==> config.mk <==
export PLATFORM = sky130hd
export DESIGN_NAME = sram_like_arbiter
export DESIGN_NICKNAME = d
export VERILOG_FILES = /design/src/rtl/sram_like_arbiter.sv
export SDC_FILE = /design/constraint.sdc
export NUM_CORES = 1
export LEC_CHECK = 0
export CORE_AREA = 10 10 111 113
export DETAILED_ROUTE_END_ITERATION = 12
export DIE_AREA = 0 0 121 123
export PLACE_DENSITY = 0.65
export SLEW_MARGIN = 5
export SYNTH_ARGS = -nofsm -noshare
export SYNTH_HDL_FRONTEND = slang
export SYNTH_SLANG_ARGS = --single-unit
==> constraint.sdc <==
create_clock -name clk -period 2.27 [get_ports clk]
set_clock_uncertainty 0.15 [all_clocks]
set_input_delay 0.454 -clock clk [delete_from_list [all_inputs] [get_ports clk]]
set_output_delay 0.454 -clock clk [all_outputs]
set_load 0.01 [all_outputs]
==> src/rtl/sram_like_arbiter.sv <==
// rtl/sram_like_arbiter.sv - two-to-one inst/data arbiter onto one sram-like port (optional ARB_ROUND_ROBIN_EN)
module sram_like_arbiter (
    input  logic        clk,
    input  logic        rst,
    input  logic        inst_req,
    input  logic        inst_wr,
    input  logic [1:0]  inst_size,
    input  logic [31:0] inst_addr,
    input  logic [31:0] inst_wdata,
    output logic [31:0] inst_rdata,
    output logic        inst_addr_ok,
    output logic        inst_data_ok,
    input  logic        data_req,
    input  logic        data_wr,
    input  logic [1:0]  data_size,
    input  logic [31:0] data_addr,
    input  logic [31:0] data_wdata,
    output logic [31:0] data_rdata,
    output logic        data_addr_ok,
    output logic        data_data_ok,
    output logic        sram_req,
    output logic        sram_wr,
    output logic [1:0]  sram_size,
    output logic [31:0] sram_addr,
    output logic [31:0] sram_wdata,
    input  logic [31:0] sram_rdata,
    input  logic        sram_addr_ok,
    input  logic        sram_data_ok
);

    typedef enum logic [1:0] {IDLE, LOCK, WAIT} state_t;

    state_t state, state_nxt;
    logic   owner_data, owner_data_nxt;   // 1: data side owns the grant/transaction
    logic   grant_data, grant_inst;
    logic   prio_data;                    // data wins a simultaneous request in IDLE

`ifdef ARB_ROUND_ROBIN_EN
    logic last_inst;                      // side that won the most recent address handshake
    logic handshake;

    assign prio_data = last_inst;
    assign handshake = (state != WAIT) && sram_addr_ok && (grant_data || grant_inst);

    // Round-robin pointer follows every completed address handshake
    always_ff @(posedge clk) begin
        if (rst)
            last_inst <= 1'b1;
        else if (handshake)
            last_inst <= grant_inst;
    end
`else
    assign prio_data = 1'b1;
`endif

    // State and owner registers
    always_ff @(posedge clk) begin
        if (rst) begin
            state      <= IDLE;
            owner_data <= 1'b1;
        end else begin
            state      <= state_nxt;
            owner_data <= owner_data_nxt;
        end
    end

    // Grant selection and next-state logic
    always_comb begin
        state_nxt      = state;
        owner_data_nxt = owner_data;
        grant_data     = 1'b0;
        grant_inst     = 1'b0;
        case (state)
            IDLE: begin
                grant_data = data_req && (!inst_req || prio_data);
                grant_inst = inst_req && !grant_data;
                if (grant_data || grant_inst) begin
                    owner_data_nxt = grant_data;
                    state_nxt      = sram_addr_ok ? WAIT : LOCK;
                end
            end
            LOCK: begin
                grant_data = owner_data;
                grant_inst = !owner_data;
                if (sram_addr_ok)
                    state_nxt = WAIT;
            end
            WAIT: begin
                if (sram_data_ok)
                    state_nxt = IDLE;
            end
            default: state_nxt = IDLE;
        endcase
    end

    // Downstream payload mux and upstream handshake routing; all quiet during reset
    always_comb begin
        sram_req     = 1'b0;
        sram_wr      = 1'b0;
        sram_size    = 2'b00;
        sram_addr    = 32'h0;
        sram_wdata   = 32'h0;
        inst_addr_ok = 1'b0;
        data_addr_ok = 1'b0;
        inst_data_ok = 1'b0;
        data_data_ok = 1'b0;
        if (!rst) begin
            if (grant_data) begin
                sram_req   = data_req;
                sram_wr    = data_wr;
                sram_size  = data_size;
                sram_addr  = data_addr;
                sram_wdata = data_wdata;
            end else if (grant_inst) begin
                sram_req   = inst_req;
                sram_wr    = inst_wr;
                sram_size  = inst_size;
                sram_addr  = inst_addr;
                sram_wdata = inst_wdata;
            end
            // Grants are never asserted in WAIT, so addr_ok is implicitly blocked there
            inst_addr_ok = sram_addr_ok && grant_inst;
            data_addr_ok = sram_addr_ok && grant_data;
            if (state == WAIT) begin
                inst_data_ok = sram_data_ok && !owner_data;
                data_data_ok = sram_data_ok && owner_data;
            end
        end
    end

    assign inst_rdata = sram_rdata;
    assign data_rdata = sram_rdata;

endmodule

==> out/results.ini <==
[routing]
drt_iter0_drc=115
antenna_left=0
wl_per_cell_microns=23.4
first_pass_iters=4
finalWirelength_microns=11400
vias=2142
drcViolationCount=0
via_per_inst=4.42

[placement]
portBuffers=211
dp_slack_ps=-927
dp_hpwl_microns=8230
gp_congestion=0.871

[setup_path]
arrival_ps=1850
path_class=flop to output pin
end_kind=output pin
path_cells=or3b_4 > a21oi_4 > buf_12 > buf_12 > buf_16 > buf_12 > a22o_1 > buf_6
crit_family=buffers and inverters
rr_worst_depth=5
critPathBufInv=5
cp.depth=8
cp_common_cell=buf_12
critPathLaunchType=flop
crit_path_max_fanout=4
cp_slowest_cell=or3b_4
slowest_delay_ps=400
required_ps=1670

[pwr]
switchingPower_mw=0.318
leakage_nw=1.60
pwr-share-comb_pct=77.8
p_per_area_nw_per_um2=277
ir_drop_mv=0.156
clkPwrFrac_pct=16.0
seqPwrFrac_pct=6.2
intPower_mw=0.668
switching_share_pct=32.2

[timing]
maxSlewHeadroom_pct=83.2
setup_ws_ps=-181
hold_ws_ps=416
fin_crit_ps=2450
finalHoldViolations=0
finalCritPeriodShare_pct=108
rsz0062_at_grt=yes
setup_viol=67
fmaxAchievable_mhz=408
worstMarginPinSlew_ps=250
slew_viol_final=0
timing.setup.tns_ps=-5650

[clock_network]
clock_latency_ps=220
cts.clk_slew.worst_paths_ps=40
cts_tree=done
h-tree-depth=1
cts-root-buf=clkbuf_8
cts_hold_buf=0
cts_num_sinks=3
cts_buffer_depth=2
cts_buffers=3

[synth]
syn_inst=175
syn_nets=347
synth_top_family_by_area=compound AO/OA/AOI/OAI gates
netlist_area_sq_um=1390
ys_seq_area_share_pct=4.31
ys_seq_elements=3
synthSimpleGateAreaFrac_pct=6.73
synthMuxAreaShare_pct=1.44
yosys.cell_types.count=25
synth_xor_area_share_pct=0
ys_warn_count=0
synth_enable_flop_cells=0
synth-async-reset-ratio_pct=0
synth_compound_area_share_pct=45.7
synth_area_per_cell_sq_um=7.96
yosys.area_share.adder_pct=0
ys.flop_type=dfxtp_1

[die]
initial_core_util_pct=13.7
die_y_microns=123
core_area_sq_um=10100
die_w_microns=121
ios=308
die_area_sq_um=14900
rows=37

[grt]
grt_pass1_vias=2438
grtUsageTotal_pct=13.8
grt_overflow=0
grt_max_degree=18
antenna_found_initial=1
grt_pass1_wl_microns=15800

[worst_hold_path]
min_path_type=input pin to flop
min_path_cells=4

[run_status]
outcome=complete, but fails checks
violations=negative setup slack

[layout]
drive_gt1_share_pct=37.0
nets=522
antenna_cells=0
layout-area-overhead-vs-synth_pct=155

[run]
cap_violations=0

## sequential cells by signal, summed over array words and instances, names as in the netlist
signal      count
owner_data      1
state           2
## final timing paths
kind	startpoint	end	slack, ps
max	state[0]$_SDFFE_PP0P_	sram_wdata[12]	-180
min	sram_data_ok	state[1]$_SDFFE_PP0P_	420
max reg2reg	state[0]$_SDFFE_PP0P_	state[1]$_SDFFE_PP0P_	770
min reg2reg	state[1]$_SDFFE_PP0P_	state[1]$_SDFFE_PP0P_	440
## synth_stat cells (all sizes together) (2+ instances only)
master  count  area [sq um]
buf        76           568
a22o       66           578
a21oi       3          18.8
and2        3          18.8
clkbuf      3          11.3
dfxtp       3          60.1
nor2        3          11.3
mux2i       2          20.0
nand2       2          7.51
nor3        2          10.0
or3b        2          17.5
## power by group through the flow
stage	Combinational, mW	Clock [mW]	Sequential, mW
2_1_floorplan	0.325	0	0.0606
3_3_place_gp	0.699	0	0.0598
3_5_place_dp	0.703	0	0.0599
4_1_cts	0.796	0.157	0.0606
5_1_grt	0.816	0.168	0.0610
6_report	0.767	0.158	0.0607
## layout make-up
cell class,count,area [sq um]
Fill cell,1051,6580
Timing Repair Buffer,249,2430
Multi-Input combinational cell,92,845
Tap cell,136,170
Sequential cell,3,61.3
Clock buffer,4,45.0
Inverter,1,3.75
## per-layer routing
layer	GRT usage (%)	wire, microns
met2	26.0	5590
met4	2.71	216
met1	13.1	4010
met5	0	13
met3	7.47	1540
## layout by cell type, fill, tap and decap left out, drive strengths merged
master         synthesis  routed
clkdlybuf4s15          0       2
a22o                  66      66
mux2i                  2       2
a211oi                 1       1
bufbuf                 0       1
a311oi                 1       1
or2                    1       1
dlymetal6s2s           0       1
nor4bb                 1       1
nand2b                 1       1
buf                   76     107
nor2b                  1       1
or3b                   2       2
inv                    1       1
a31oi                  1       1
a21oi                  3       3
nor2                   3       3
clkbuf                 3       6
a221o                  1       1
nand2                  2       2
clkdlybuf4s50          0     135
dlygate4sd2            0       1
a21o                   1       1
nor3                   2       2
and2                   3       3
dfxtp                  3       3
## stage by stage
step | total power, mW | instance area (sq um) | cells | util, %
2_1_floorplan | 0.386 | 1390 | 175 | -
3_3_place_gp | 0.758 | 3250 | 457 | 32.0
3_5_place_dp | 0.763 | 3250 | 457 | 32.0
4_1_cts | 1.01 | 3660 | 490 | 36.1
5_1_grt | 1.05 | 3560 | 485 | 35.1
6_report | 0.985 | 3560 | 485 | 35.1
## cell families after synthesis
| kind of cell | count (synthesis) |
|---|---|
| AND/OR/NAND/NOR | 16 |
| AO/OA/AOI/OAI | 74 |
| flip-flops | 3 |
| multiplexers | 2 |
| buffers and inverters | 80 |
## worst reg2reg max path, stage by stage (launching register included)
cell,delay [ps]
dfxtp_2,320
buf_4,140
buf_4,170
nor3_1,80
or3b_2,430
a21oi_1,140
## repair_timing
| item | CTS | global route |
|---|---|---|
| pin swaps | 14 | 22 |
| buffers inserted | 18 | 4 |
| endpoints found under the setup margin | 72 | 71 |
| resized for setup | 330 | 19 |
| cloned | 11 | 1 |
No activity file was read; power rests on OpenSTA's default activity.
